File: config.mk
export PLATFORM = sky130hd
export DESIGN_NAME = cache_mem_arbiter
export DESIGN_NICKNAME = d
export VERILOG_FILES = /design/src/rtl/cache_mem_arbiter.sv
export SDC_FILE = /design/constraint.sdc
export NUM_CORES = 1
export LEC_CHECK = 0
export CORE_AREA = 2 2 128 130
export CTS_CLUSTER_DIAMETER = 80
export CTS_CLUSTER_SIZE = 10
export DETAILED_ROUTE_END_ITERATION = 16
export DIE_AREA = 0 0 130 132
export PLACE_DENSITY_LB_ADDON = 0.12
export SYNTH_ARGS = -nofsm -noshare
export SYNTH_HDL_FRONTEND = slang
export SYNTH_SLANG_ARGS = --single-unit
File: constraint.sdc
create_clock -name clk -period 2.4 [get_ports clk]
set_clock_uncertainty 0.2 [all_clocks]
set_input_delay 0.48 -clock clk [delete_from_list [all_inputs] [get_ports clk]]
set_output_delay 0.48 -clock clk [all_outputs]
set_load 0.01 [all_outputs]
File: src/rtl/cache_mem_arbiter.sv
// Shares one burst memory port between icache reads, dcache reads and dcache writebacks.
// One transaction in flight; the icache is forced through after STARVE_LIMIT lost arbitrations.
module cache_mem_arbiter #(
  parameter int ADDR_W       = 32,
  parameter int DATA_W       = 32,
  parameter int LEN_W        = 4,
  parameter int STARVE_LIMIT = 4
) (
  input  logic              clk,
  input  logic              rst,
  input  logic              ic_rd_req,
  input  logic [ADDR_W-1:0] ic_rd_addr,
  input  logic [LEN_W-1:0]  ic_rd_len,
  output logic              ic_rd_gnt,
  output logic              ic_ret_valid,
  output logic              ic_ret_last,
  output logic [DATA_W-1:0] ic_ret_data,
  input  logic              dc_rd_req,
  input  logic [ADDR_W-1:0] dc_rd_addr,
  input  logic [LEN_W-1:0]  dc_rd_len,
  output logic              dc_rd_gnt,
  output logic              dc_ret_valid,
  output logic              dc_ret_last,
  output logic [DATA_W-1:0] dc_ret_data,
  input  logic              dc_wr_req,
  input  logic [ADDR_W-1:0] dc_wr_addr,
  input  logic [LEN_W-1:0]  dc_wr_len,
  output logic              dc_wr_gnt,
  input  logic [DATA_W-1:0] dc_wr_data,
  output logic              dc_wr_pop,
  output logic              dc_wr_done,
  output logic              mem_req,
  output logic              mem_we,
  output logic [ADDR_W-1:0] mem_addr,
  output logic [LEN_W-1:0]  mem_len,
  input  logic              mem_addr_ok,
  input  logic              mem_rvalid,
  input  logic              mem_rlast,
  input  logic [DATA_W-1:0] mem_rdata,
  output logic              mem_wvalid,
  output logic              mem_wlast,
  output logic [DATA_W-1:0] mem_wdata,
  input  logic              mem_wready,
  input  logic              mem_bvalid
);
  typedef enum logic [2:0] {IDLE, RD_ADDR, RD_DATA, WR_ADDR, WR_DATA, WR_RESP} state_e;
  typedef enum logic [1:0] {OWN_NONE, OWN_IC, OWN_DC_RD, OWN_DC_WR} owner_e;

  localparam int SW = $clog2(STARVE_LIMIT + 1);
  localparam logic [SW-1:0] STARVE_MAX = SW'(STARVE_LIMIT);

  state_e            state_q, state_d;
  owner_e            owner_q, owner_d;
  logic [SW-1:0]     starve_q, starve_d;
  logic [LEN_W-1:0]  beat_q, beat_d, len_q, len_d;
  logic [ADDR_W-1:0] addr_q, addr_d;
  logic              we_q, we_d, req_q, req_d, done_q, done_d;
  logic              ic_win, dc_any, rd_beat;
  logic [2:0]        pend_q, pend_d;

  assign dc_any = dc_wr_req | dc_rd_req;
  // icache wins outright when it is starved or alone
  assign ic_win = ic_rd_req & ((starve_q == STARVE_MAX) | ~dc_any);

  always_comb begin
    state_d  = state_q;
    owner_d  = owner_q;
    starve_d = starve_q;
    beat_d   = beat_q;
    len_d    = len_q;
    addr_d   = addr_q;
    we_d     = we_q;
    req_d    = req_q;
    done_d   = 1'b0;
    unique case (state_q)
      IDLE: begin
        if (ic_win) begin
          owner_d = OWN_IC; addr_d = ic_rd_addr; len_d = ic_rd_len; we_d = 1'b0;
          req_d = 1'b1; state_d = RD_ADDR; starve_d = '0;
        end else if (dc_wr_req) begin
          owner_d = OWN_DC_WR; addr_d = dc_wr_addr; len_d = dc_wr_len; we_d = 1'b1;
          req_d = 1'b1; state_d = WR_ADDR;
        end else if (dc_rd_req) begin
          owner_d = OWN_DC_RD; addr_d = dc_rd_addr; len_d = dc_rd_len; we_d = 1'b0;
          req_d = 1'b1; state_d = RD_ADDR;
        end
        if (!ic_win && ic_rd_req && dc_any && starve_q != STARVE_MAX)
          starve_d = starve_q + 1'b1;
      end
      RD_ADDR: if (mem_addr_ok) begin req_d = 1'b0; state_d = RD_DATA; end
      RD_DATA: if (mem_rvalid && mem_rlast) begin state_d = IDLE; owner_d = OWN_NONE; end
      WR_ADDR: if (mem_addr_ok) begin req_d = 1'b0; beat_d = '0; state_d = WR_DATA; end
      WR_DATA: if (mem_wready) begin
        beat_d = beat_q + 1'b1;
        if (mem_wlast) state_d = WR_RESP;
      end
      WR_RESP: if (mem_bvalid) begin done_d = 1'b1; state_d = IDLE; owner_d = OWN_NONE; end
      default: state_d = IDLE;
    endcase
  end

  always_ff @(posedge clk) begin
    if (rst) begin
      state_q <= IDLE; owner_q <= OWN_NONE; starve_q <= '0; beat_q <= '0;
      len_q <= '0; addr_q <= '0; we_q <= 1'b0; req_q <= 1'b0; done_q <= 1'b0;
    end else begin
      state_q <= state_d; owner_q <= owner_d; starve_q <= starve_d; beat_q <= beat_d;
      len_q <= len_d; addr_q <= addr_d; we_q <= we_d; req_q <= req_d; done_q <= done_d;
    end
  end

  assign mem_req  = req_q;
  assign mem_we   = we_q;
  assign mem_addr = addr_q;
  assign mem_len  = len_q;

  assign ic_rd_gnt = (state_q == RD_ADDR) & mem_addr_ok & (owner_q == OWN_IC);
  assign dc_rd_gnt = (state_q == RD_ADDR) & mem_addr_ok & (owner_q == OWN_DC_RD);
  assign dc_wr_gnt = (state_q == WR_ADDR) & mem_addr_ok;

  // Return data is gated so idle outputs stay at zero
  assign rd_beat      = (state_q == RD_DATA) & mem_rvalid;
  assign ic_ret_valid = rd_beat & (owner_q == OWN_IC);
  assign ic_ret_last  = ic_ret_valid & mem_rlast;
  assign ic_ret_data  = ic_ret_valid ? mem_rdata : '0;
  assign dc_ret_valid = rd_beat & (owner_q == OWN_DC_RD);
  assign dc_ret_last  = dc_ret_valid & mem_rlast;
  assign dc_ret_data  = dc_ret_valid ? mem_rdata : '0;

  assign mem_wvalid = (state_q == WR_DATA);
  assign mem_wlast  = mem_wvalid & (beat_q == len_q);
  assign mem_wdata  = mem_wvalid ? dc_wr_data : '0;
  assign dc_wr_pop  = mem_wvalid & mem_wready;
  assign dc_wr_done = done_q;

  // Requests seen last cycle but not granted must still be present
  assign pend_d = {dc_wr_req & ~dc_wr_gnt, dc_rd_req & ~dc_rd_gnt, ic_rd_req & ~ic_rd_gnt};
  always_ff @(posedge clk) begin
    if (rst) pend_q <= '0;
    else begin
      pend_q <= pend_d;
      assert ((pend_q & ~{dc_wr_req, dc_rd_req, ic_rd_req}) == 3'b000);
    end
  end
endmodule
* Yosys cells after proc, flatten, opt, wreduce, memory -nomap -nowiden *
Index checks and enable logic that the tools add are counted.

word-level totals
  word-level logic and storage cells = 103
  bits of input ports = 182
  flip-flop bits (word level) = 51

operators by class
  bitwise operators = 16
  mux-type cells = 39
  eq/ne operators = 18
  add/subtract/negate cells = 2
  reductions and logical operators = 19

operator list
  operator                                                                 count
  32-bit 2-to-1 mux                                                        6
  3-bit 2-to-1 mux                                                         11
  4-bit 2-to-1 mux                                                         5
  3-bit one-hot mux with 6 select lines                                    1
  1-bit AND                                                                12
  2-bit 2-to-1 mux                                                         5
  3-bit == test, second input constant                                     3
  1-bit 2-to-1 mux                                                         8
  2-bit inequality test, second input constant                             4
  4-bit one-hot mux with 2 select lines                                    1
  7-bit AND reduction                                                      1
  3-bit by 2-bit == test with 1-bit output, second input constant          2
  2-bit by 1-bit inequality test with 1-bit output, second input constant  3
  2-bit one-hot mux with 3 select lines                                    1
  3-bit AND reduction                                                      2
  2-bit nonzero test                                                       3
  3-bit nonzero test                                                       2
  4-bit by 1-bit adder with 4-bit output, second input constant            1
  4-bit == test                                                            1
  1-bit logical AND                                                        4
  4-bit inequality test, second input constant                             1
  2-bit AND reduction                                                      2
  4-bit AND reduction                                                      1
  2-bit OR reduction                                                       2
  10 further kinds                                                         12

* Longest topological paths before layout *
Gate-level depths: netlist of the first run.

  depth in word-level cells = 10
  mapped depth = 8
  depth with buffers taken out = 6

* Worst setup path after synthesis of the first run *
Ideal clock, no wire load.

  kind = reg-to-output
  start point = reg state_q[2]
  end point = out mem_wlast
  path buffers = 1
  cell stages (with the launch flop) = 5
  data required time = 1.720 ns
  path slack = 0.365 ns
  arrival = 1.355 ns
  path through = dfxtp_1 -> nor2b_1 -> nor2b_1 -> clkbuf_1 -> and2_1

between the ends
  cells in the longest elaborated chain, start to end = 2

RTL lines
  element                 line  source
  start, declared         52    state_e state_q, state_d;
  start signal, assigned  107   state_q <= state_d; owner_q <= owner_d; starve_q <= starve_d; beat_q <= beat_d;
  3-bit == test           130   assign mem_wvalid = (state_q == WR_DATA);
  named net mem_wvalid    40    output logic mem_wvalid,
  1-bit AND               131   assign mem_wlast = mem_wvalid & (beat_q == len_q);
  end, declared           41    output logic mem_wlast,

The timed path passes the listed nets, and every way through them passes these cells.

* Worst setup path in the final report of the first run *
  start point = reg state_q[2]
  end point = out ic_ret_data[11]

between the ends
  cells in the longest elaborated chain, start to end = 4

RTL lines
  element                                   line  source
  3-bit by 2-bit == test with 1-bit output  122   assign rd_beat = (state_q == RD_DATA) & mem_rvalid;
  1-bit AND                                 122
  1-bit AND                                 123   assign ic_ret_valid = rd_beat & (owner_q == OWN_IC);
  32-bit 2-to-1 mux                         125   assign ic_ret_data = ic_ret_valid ? mem_rdata : '0;
  end, declared                             17    output logic [DATA_W-1:0] ic_ret_data,

No other way between the ends.

==> results_dict.tcl, run 1 <==
set metrics [dict create \
    num_rows 46 \
    pwr-share-seq 0.318 \
    p_switching_mw 1.19 \
    min_period_ps 2430 \
    cts_num_sinks 51 \
    syn_to_final_growth_pct 138 \
    peakVddDrop_v 0.000290 \
    clockPowerShare 0.185 \
    synth_cell_types 37 \
    drive_gt1_frac 0.270 \
    grt.total_usage 0.176 \
    root_buffer "clkbuf_16" \
    first_pass_iters 9 \
    core_um2 15700 \
    sw_frac_of_total 0.327 \
    cts_tree "yes" \
    rr_worst_depth 8 \
    drtAntennaViolNets 0 \
    power_leakage_nw 3.24 \
    placedCellCount 918 \
    synth-edff-count 0 \
    worst_setup_path_start_kind "flop" \
    crit_type "reg -> out" \
    rsz0062_at_grt "true" \
    grt_pass1_vias 4149 \
    syn_avg_cell_area_um2 8.17 \
    netlist_instances 385 \
    p_comb_frac 0.498 \
    via_count 4194 \
    path_max_fanout 4 \
    synth.most_common_cell "and2_1" \
    clk_pin_slew_ps 60 \
    crit_chain "buf_6 -> nor2_4 -> nand3_4 -> nor2_4 -> buf_16 -> buf_8 -> buf_16 -> and2_1 -> buf_2" \
    dieWidth_um 130 \
    final_hold_viol_count 0 \
    synth_top_area_share 0.325 \
    fin_cells 954 \
    finalPower_mw 3.65 \
    postLayoutSetupSlackWorst_ps -30.7 \
    ys_top_cells_by_area "dfxtp_1 (32%), and2_1 (20%), a222oi_1 (11%)" \
    final.period_utilization 1.01 \
    drt_iter0_markers 273 \
    min_path_type "in -> reg" \
    ys_warn_count 0 \
    max_cap_viol_count 0 \
    drc 0 \
    grt_pass1_wl_mm 23.7 \
    status "finished, violations left" \
    relSlewSlack 0.666 \
    violations "negative setup slack" \
    gp_congestion 0.887 \
    p_int_mw 2.46 \
    htreeDepth 2 \
    grt_max_degree 45 \
    r2r_slack_ps 250 \
    wl_per_cell_um 16.7 \
    pre_cts_ws_ps -503 \
    worst_pin_slew_ps 500 \
    maxSlewViolCount 0 \
    ys_ff_latch 51 \
    antenna_found_initial 1 \
    hold_path_end "state_q[2]" \
    setup_viol 9 \
    vias_per_cell 4.40 \
    r2r-start "state_q[2]" \
    yosysTopAreaCell "dfxtp_1" \
    cts.hold.buffers_added 0 \
    timing.rr.end "mem_addr[17]" \
    syn-num-nets 570 \
    overflow 0 \
    hp-start "rst" \
    utilization 0.477 \
    clk-insertion-delay-late_ps 280 \
    die_area_um2 17200 \
    placement.io_buffers 326 \
    pin_count 327 \
    layout.nets 923 \
    worst_ep_arrival_time_ps 1750 \
    worstSetupEndpointType "primary output" \
    powerDensity_nw_per_um2 488 \
    die-height_um 132 \
    synth_flop_cell "dfxtp_1" \
    cp_slowest_cell "dfxtp_4" \
    holdPathStages 2 \
    clock_path_buffers 2 \
    synthArstFlopShare 0 \
    hpwl_mm 11.8 \
    start_util 0.200 \
    max_freq_mhz 411 \
    synth.top_cells.by_count "and2_1 (100), dfxtp_1 (51), nor2_1 (51), a211oi_1 (36), a222oi_1 (36)" \
    cp_data_required_time_ps 1720 \
    cts_made_buffers 5 \
    cpPeakStageDelay_ps 350 \
    wl_mm 15.9 \
    netlist_area_um2 3140 \
    holdWs_ps 294 \
    ys_seq_area_frac 0.325 \
]
==> layout make-up <==
| type | instances | area, um^2 |
|---|---|---|
| Tap cell | 216 | 270 |
| Timing Repair Buffer | 385 | 3890 |
| Fill cell | 1499 | 8220 |
| Antenna cell | 1 | 2.50 |
| Multi-Input combinational cell | 289 | 2140 |
| Clock buffer | 5 | 125 |
| Clock inverter | 1 | 7.51 |
| Sequential cell | 51 | 1030 |
| Inverter | 6 | 22.5 |
==> kinds of logic (layout without fill, tap and decap cells) <==
logic type | count (synthesis) | after routing | share of synthesized area
AOI/OAI and AO/OA | 89 | 89 | 0.239
xor gates and xnor gates | 6 | 6 | 0.0167
adders and majority gates | 3 | 3 | 0.0119
buffers and inverters | 45 | 397 | 0.0633
DFF | 51 | 51 | 0.325
muxes | 4 | 4 | 0.0127
other | 0 | 1 | 0
and+or+nand+nor | 187 | 187 | 0.331
==> stage by stage <==
step	cell area, um^2	TNS [ps]
after floorplan	3140	0
after global placement	6840	-30450
after detailed placement	6840	-29690
after CTS	7280	-1960
after global routing	7490	-2660
final	7490	-173
==> power by group through the flow <==
stage	clock network (mW)	registers [mW]	logic [mW]
final	0.674	1.16	1.82
after global placement	0	1.16	1.70
after floorplan	0	1.24	0.629
after global routing	0.749	1.19	1.98
after CTS	0.708	1.16	1.81
after detailed placement	0	1.17	1.71
==> worst max-delay path: cells and delay by family (launching register included) <==
| kind | cells | cell delay, ps |
|---|---|---|
| flops | 1 | 350 |
| buf+inv | 5 | 590 |
| simple gates | 4 | 530 |
==> metal layers <==
metal / global-route usage / vias to the layer above / routed length [um]
met5: 0 / - / 0
met2: 0.327 / 125 / 8490
met3: 0.0329 / 4 / 803
met1: 0.210 / 1946 / 6510
met4: 0.0275 / 0 / 83
li1: - / 2119 / -
==> flip-flops by register name, indices dropped and copies added (netlist names) <==
name,count
mem_len,4
mem_req,1
beat_q,4
owner_q,2
mem_we,1
starve_q,3
dc_wr_done,1
mem_addr,32
state_q,3
==> worst max-delay path by stage <==
stage	start	to	slack, ps	depth (start not counted)
4_1_cts	state_q[2]	dc_ret_data[27]	-100	9
3_3_place_gp	mem_rvalid	ic_ret_data[24]	-520	6
3_5_place_dp	mem_rvalid	ic_ret_data[24]	-500	6
6_report	state_q[2]	ic_ret_data[11]	-30	9
5_1_grt	state_q[2]	ic_ret_data[11]	-120	9
2_1_floorplan	state_q[2]	mem_wlast	360	4
==> repair_timing <==
action / 4_1_cts / 5_1_grt
resized for setup: 405 / 58
endpoints found under the setup margin: 106 / 78
cloned: 8 / 1
pin swaps: 38 / 12
buffers inserted: 17 / 5
==> placed cells by master (no fill, tap or decap), types with 6 or more instances in the layout <==
cell type,instances
dlygate4sd2_1,33
buf_12,10
clkbuf_16,7
a222oi_1,36
nand2b_1,8
buf_6,55
buf_4,28
buf_2,23
xor2_1,6
nor3_1,7
nor2_1,48
inv_1,6
and2_4,45
clkdlybuf4s50_1,218
a211oi_1,36
and2_1,55
dfxtp_1,48
Power figures use the tool's default switching activity.
==> inputs of run 2 (changes only) <==
--- a/config.mk
+++ b/config.mk
@@ -10,7 +10,9 @@
 export CTS_CLUSTER_SIZE = 10
 export DETAILED_ROUTE_END_ITERATION = 16
 export DIE_AREA = 0 0 130 132
+export MAX_ROUTING_LAYER = met4
 export PLACE_DENSITY_LB_ADDON = 0.12
+export SLEW_MARGIN = 40
 export SYNTH_ARGS = -nofsm -noshare
 export SYNTH_HDL_FRONTEND = slang
 export SYNTH_SLANG_ARGS = --single-unit
==> run 2 against run 1 <==
  * Highest routed layer unchanged
  * Clock power is essentially flat
  * Worst setup slack lost 2.1 ps
  * Worst hold slack is essentially flat
  * Global-route usage grew 0.51 points
  * Sequential cell count is the same
  * Core utilization is the same
  * Register-to-register slack is essentially flat
  * Wire length is essentially flat
  * Die area is the same
  * The run still ends with negative setup slack left
==> results_dict.tcl, run 2 (synthesis results as in run 1) <==
set metrics [dict create \
    drt_iter0_markers 276 \
    syn_to_final_growth_pct 138 \
    vias_per_cell 4.43 \
    final_common_cell "clkdlybuf4s50_1" \
    violations "negative setup slack" \
    antenna_found_initial 1 \
    grt.total_usage 0.181 \
    setup_viol 9 \
    crit_chain "buf_6 -> nor2_4 -> nand3_4 -> nor2_4 -> buf_16 -> buf_8 -> buf_16 -> and2_1 -> buf_2" \
    mostFrequentLayoutCells "clkdlybuf4s50_1 (218), and2_1 (55), buf_6 (55)" \
    rsz0062_at_grt "true" \
    holdWs_ps 294 \
    power_leakage_nw 3.24 \
    largest_reg_flops 32 \
    powerDensity_nw_per_um2 488 \
    status "finished, violations left" \
    utilization 0.477 \
    route.met3.wl_um 713 \
    cpPeakStageDelay_ps 350 \
    num_rows 46 \
    first_pass_iters 8 \
    start_util 0.200 \
    drive_gt1_frac 0.270 \
    clk_pin_slew_ps 60 \
    nFillCells 1499 \
    relSlewSlack 0.668 \
    drc 0 \
    top_layer_used "met4" \
    clock_path_buffers 2 \
    path_max_fanout 4 \
    pin_count 327 \
    cts_num_sinks 51 \
    cp_data_required_time_ps 1720 \
    worst_setup_path_start_kind "flop" \
    die_area_um2 17200 \
    dieWidth_um 130 \
    finalPower_mw 3.66 \
    max_cap_viol_count 0 \
    htreeDepth 2 \
    cts_made_buffers 5 \
    wl_mm 15.9 \
    final_hold_viol_count 0 \
    overflow 0 \
    wl_met1_mm 6.57 \
    cp_slowest_cell "dfxtp_4" \
    drtAntennaViolNets 0 \
    root_buffer "clkbuf_16" \
    via_count 4224 \
    peakVddDrop_v 0.000291 \
    max_freq_mhz 411 \
    layout.nets 923 \
    cts_tree "yes" \
    min_period_ps 2430 \
    crit_type "reg -> out" \
    final.period_utilization 1.01 \
    core_um2 15700 \
    wl_per_cell_um 16.7 \
    maxSlewViolCount 0 \
    hpwl_mm 11.8 \
    die-height_um 132 \
    min_path_type "in -> reg" \
    clk-insertion-delay-late_ps 280 \
    worst_pin_slew_ps 498 \
    worst_ep_arrival_time_ps 1750 \
    grt_pass1_vias 4160 \
    worstSetupEndpointType "primary output" \
    grt_max_degree 45 \
    grt_pass1_wl_mm 23.7 \
    placement.io_buffers 326 \
    wl_met2_mm 8.53 \
    postLayoutSetupSlackWorst_ps -32.9 \
    gp_congestion 0.906 \
]
## run 2: cell counts in the layout (fill, tap and decap cells not counted)
Identical to the previous run, type by type.
## run 2: area by class of cell
class / count / area [um^2] / share of cell area
Antenna cell: 1 / 2.50 / 0.000334
Multi-Input combinational cell: 289 / 2140 / 0.286
Inverter: 6 / 22.5 / 0.00301
Clock buffer: 5 / 125 / 0.0167
Clock inverter: 1 / 7.51 / 0.00100
Tap cell: 216 / 270 / 0.0361
Timing Repair Buffer: 385 / 3890 / 0.520
Sequential cell: 51 / 1030 / 0.137
## run 2: critical path, delay by kind of cell (launching register included)
kind          cells  cell delay (ps)
flops             1              350
simple gates      4              540
buf+inv           5              590
## run 2: power breakdown
part / internal (mW) / switching, mW / total [mW] / leakage (nW)
registers: 1.04 / 0.117 / 1.16 / 0.423
logic: 1.04 / 0.782 / 1.82 / 2.76
clock network: 0.375 / 0.300 / 0.675 / 0.0618
## run 2: metal layers
metal / GRT usage / up-vias
li1: - / 2117
met1: 0.214 / 1971
met2: 0.326 / 132
met3: 0.0264 / 4
met4: 0.0275 / 0
met5: - / -
## run 2: path summary, 6_finish.rpt
check | from | cells past startpoint | slack (ps) | end
worst min-delay path | rst | 2 | 290 | state_q[2]
worst max register to register | state_q[2] | 8 | 250 | mem_addr[17]
worst max-delay path | state_q[2] | 9 | -30 | ic_ret_data[11]
worst min register to register | mem_addr[11] | 2 | 300 | mem_addr[11]
## run 2: what timing repair did
item / in CTS / in global routing
pin swaps: 38 / 12
hold buffers: 0 / 0
setup buffers: 17 / 5
cloned: 8 / 1
setup endpoints to repair: 106 / 78
resized for setup: 405 / 58
## run 2: metrics by stage
stage / setup TNS, ps / worst slack [ps] / area, um^2 / std cells
floorplan: 0 / 365 / 3140 / 385
CTS: -1960 / -104 / 7280 / 949
global route: -2640 / -123 / 7490 / 954
detailed placement: -29690 / -503 / 6840 / 918
global placement: -30450 / -516 / 6840 / 918
finish: -193 / -32.9 / 7490 / 954
==> inputs of run 3 (changes only) <==
--- a/config.mk
+++ b/config.mk
@@ -5,13 +5,14 @@
 export SDC_FILE = /design/constraint.sdc
 export NUM_CORES = 1
 export LEC_CHECK = 0
-export CORE_AREA = 2 2 128 130
+export CORE_AREA = 2 2 126 128
+export CTS_BUF_LIST = sky130_fd_sc_hd__clkbuf_4 sky130_fd_sc_hd__clkbuf_8
 export CTS_CLUSTER_DIAMETER = 80
 export CTS_CLUSTER_SIZE = 10
 export DETAILED_ROUTE_END_ITERATION = 16
-export DIE_AREA = 0 0 130 132
+export DIE_AREA = 0 0 128 130
 export MAX_ROUTING_LAYER = met4
-export PLACE_DENSITY_LB_ADDON = 0.12
+export PLACE_DENSITY_LB_ADDON = 0.3
 export SLEW_MARGIN = 40
 export SYNTH_ARGS = -nofsm -noshare
 export SYNTH_HDL_FRONTEND = slang
==> run 3 against run 2 <==
  * Fmax up 4.1%
  * Clock power down 7.6%
  * Critical path depth down 3
  * Combinational power down 5%
  * The run now ends clean
  * Register-to-register slack better by 50 ps
  * Die area down 3.0%
  * Critical endpoint is now mem_wdata[8]
  * Largest cell class unchanged
  * Power down 4.1%
  * First-iteration DRC count up 24%
==> results_dict.tcl, run 3 (synthesis results as in run 1) <==
set metrics [dict create \
    antenna_found_initial 1 \
    clockPowerShare 0.178 \
    path_max_fanout 17 \
    critPathLaunch "state_q[2]" \
    grt_pass1_wl_mm 22.1 \
    drive_gt1_frac 0.216 \
    wl_met1_mm 6.47 \
    hp-start "mem_addr[5]" \
    peakVddDrop_v 0.000245 \
    fin_cells 916 \
    wl_per_cell_um 17.1 \
    finalPower_mw 3.51 \
    crit_type "reg -> out" \
    drt_iter0_markers 342 \
    min_period_ps 2340 \
    root_buffer "clkbuf_8" \
    grt_pass1_vias 4070 \
    top_layer_used "met4" \
    htreeDepth 2 \
    status "completed" \
    drtAntennaViolNets 0 \
    maxSlewViolCount 0 \
    via_count 4205 \
    cts_num_sinks 51 \
    placement.io_buffers 326 \
    grt.total_usage 0.175 \
    postLayoutSetupSlackWorst_ps 62.8 \
    start_util 0.204 \
    placedCellCount 895 \
    worst_setup_path_start_kind "flop" \
    p_comb_frac 0.490 \
    mostFrequentLayoutCells "clkdlybuf4s50_1 (218), and2_1 (96), clkbuf_2 (57)" \
    min_path_type "reg -> reg" \
    final_common_cell "clkdlybuf4s50_1" \
    r2r-start "starve_q[0]" \
    dieWidth_um 128 \
    setup_viol 0 \
    layout.nets 907 \
    clk-insertion-delay-late_ps 310 \
    hold_path_end "mem_addr[5]" \
    critPathMostFrequentCell "nor2b_4" \
    final_hold_viol_count 0 \
    power_leakage_nw 2.92 \
    grt_max_degree 38 \
    max_freq_mhz 428 \
    worstSetupEndpointType "primary output" \
    die-height_um 130 \
    wl_mm 15.7 \
    fin_tns_setup_ps 0 \
    die_area_um2 16600 \
    pin_count 327 \
    core_um2 15400 \
    pwr-share-seq 0.332 \
    overflow 0 \
    relSlewSlack 0.657 \
    crit_chain "nor2b_4 -> nor2b_4 -> buf_12 -> buf_16 -> and2_1 -> clkdlybuf4s15_1" \
    route.met3.wl_mm 1.07 \
    powerDensity_nw_per_um2 515 \
    syn_to_final_growth_pct 117 \
    timing.rr.end "mem_len[3]" \
    clock_path_buffers 2 \
    cts_tree "yes" \
    largest_reg_flops 32 \
    pre_cts_ws_ps -436 \
    cpPeakStageDelay_ps 380 \
    holdPathStages 2 \
    clk_pin_slew_ps 100 \
    wl_met2_mm 7.91 \
    rr_worst_depth 7 \
    first_pass_iters 10 \
    drc 0 \
    num_rows 46 \
    p_int_mw 2.33 \
    sw_frac_of_total 0.337 \
    max_cap_viol_count 0 \
    hpwl_mm 12.3 \
    holdWs_ps 303 \
    cts_made_buffers 5 \
    gp_congestion 0.838 \
    final.period_utilization 0.974 \
    worst_ep_arrival_time_ps 1660 \
    cp_data_required_time_ps 1720 \
    cp_slowest_cell "dfxtp_2" \
    p_switching_mw 1.18 \
    r2r_slack_ps 300 \
    vias_per_cell 4.59 \
    worst_pin_slew_ps 514 \
]
[run 3: worst max-delay path, delay by kind of cell, from the launching register on]
| family | cells | cell delay [ps] |
|---|---|---|
| simple gates | 3 | 450 |
| flops | 1 | 380 |
| buf+inv | 3 | 520 |
[run 3: per-layer routing]
layer / vias to the layer above / track usage
met5: - / -
met3: 19 / 0.0414
met1: 1948 / 0.213
met2: 151 / 0.295
met4: 0 / 0.0394
li1: 2087 / -
[run 3: worst max-delay path by stage]
stage	endpoint	slack [ps]	cells after the start
final	mem_wdata[8]	60	6
after global routing	mem_wdata[6]	-10	6
after global placement	dc_ret_last	-450	6
after detailed placement	dc_ret_data[12]	-440	6
after floorplan	mem_wlast	360	4
after CTS	mem_wdata[7]	-20	5
[run 3: layout make-up]
cell class / instances / area [um^2]
tap: 192 / 240
multi-input combinational: 289 / 2030
fill: 1541 / 8610
sequential: 51 / 1030
clock inverter: 3 / 46.3
inverter: 6 / 22.5
timing repair buffer: 369 / 3370
clock buffer: 5 / 68.8
antenna: 1 / 2.50
[run 3: power by group through the flow]
stage | clock network, mW | logic (mW) | registers (mW)
after floorplan | 0 | 0.629 | 1.24
after global placement | 0 | 1.68 | 1.16
after detailed placement | 0 | 1.71 | 1.17
after CTS | 0.655 | 1.73 | 1.16
after global routing | 0.678 | 1.87 | 1.19
final | 0.624 | 1.72 | 1.16
[run 3: timing repair]
action                     in CTS  in global routing
gates cloned                    3                  2
pin swaps                       3                  4
setup buffers                   7                  2
hold buffers                    0                  0
setup endpoints to repair     106                 92
resized for setup             208                136
[run 3: stage by stage]
| stage | util | area (um^2) |
|---|---|---|
| finish | 0.442 | 6810 |
| global route | 0.442 | 6810 |
| CTS | 0.449 | 6930 |
| detailed placement | 0.442 | 6820 |
| global placement | 0.442 | 6820 |
| floorplan | - | 3140 |
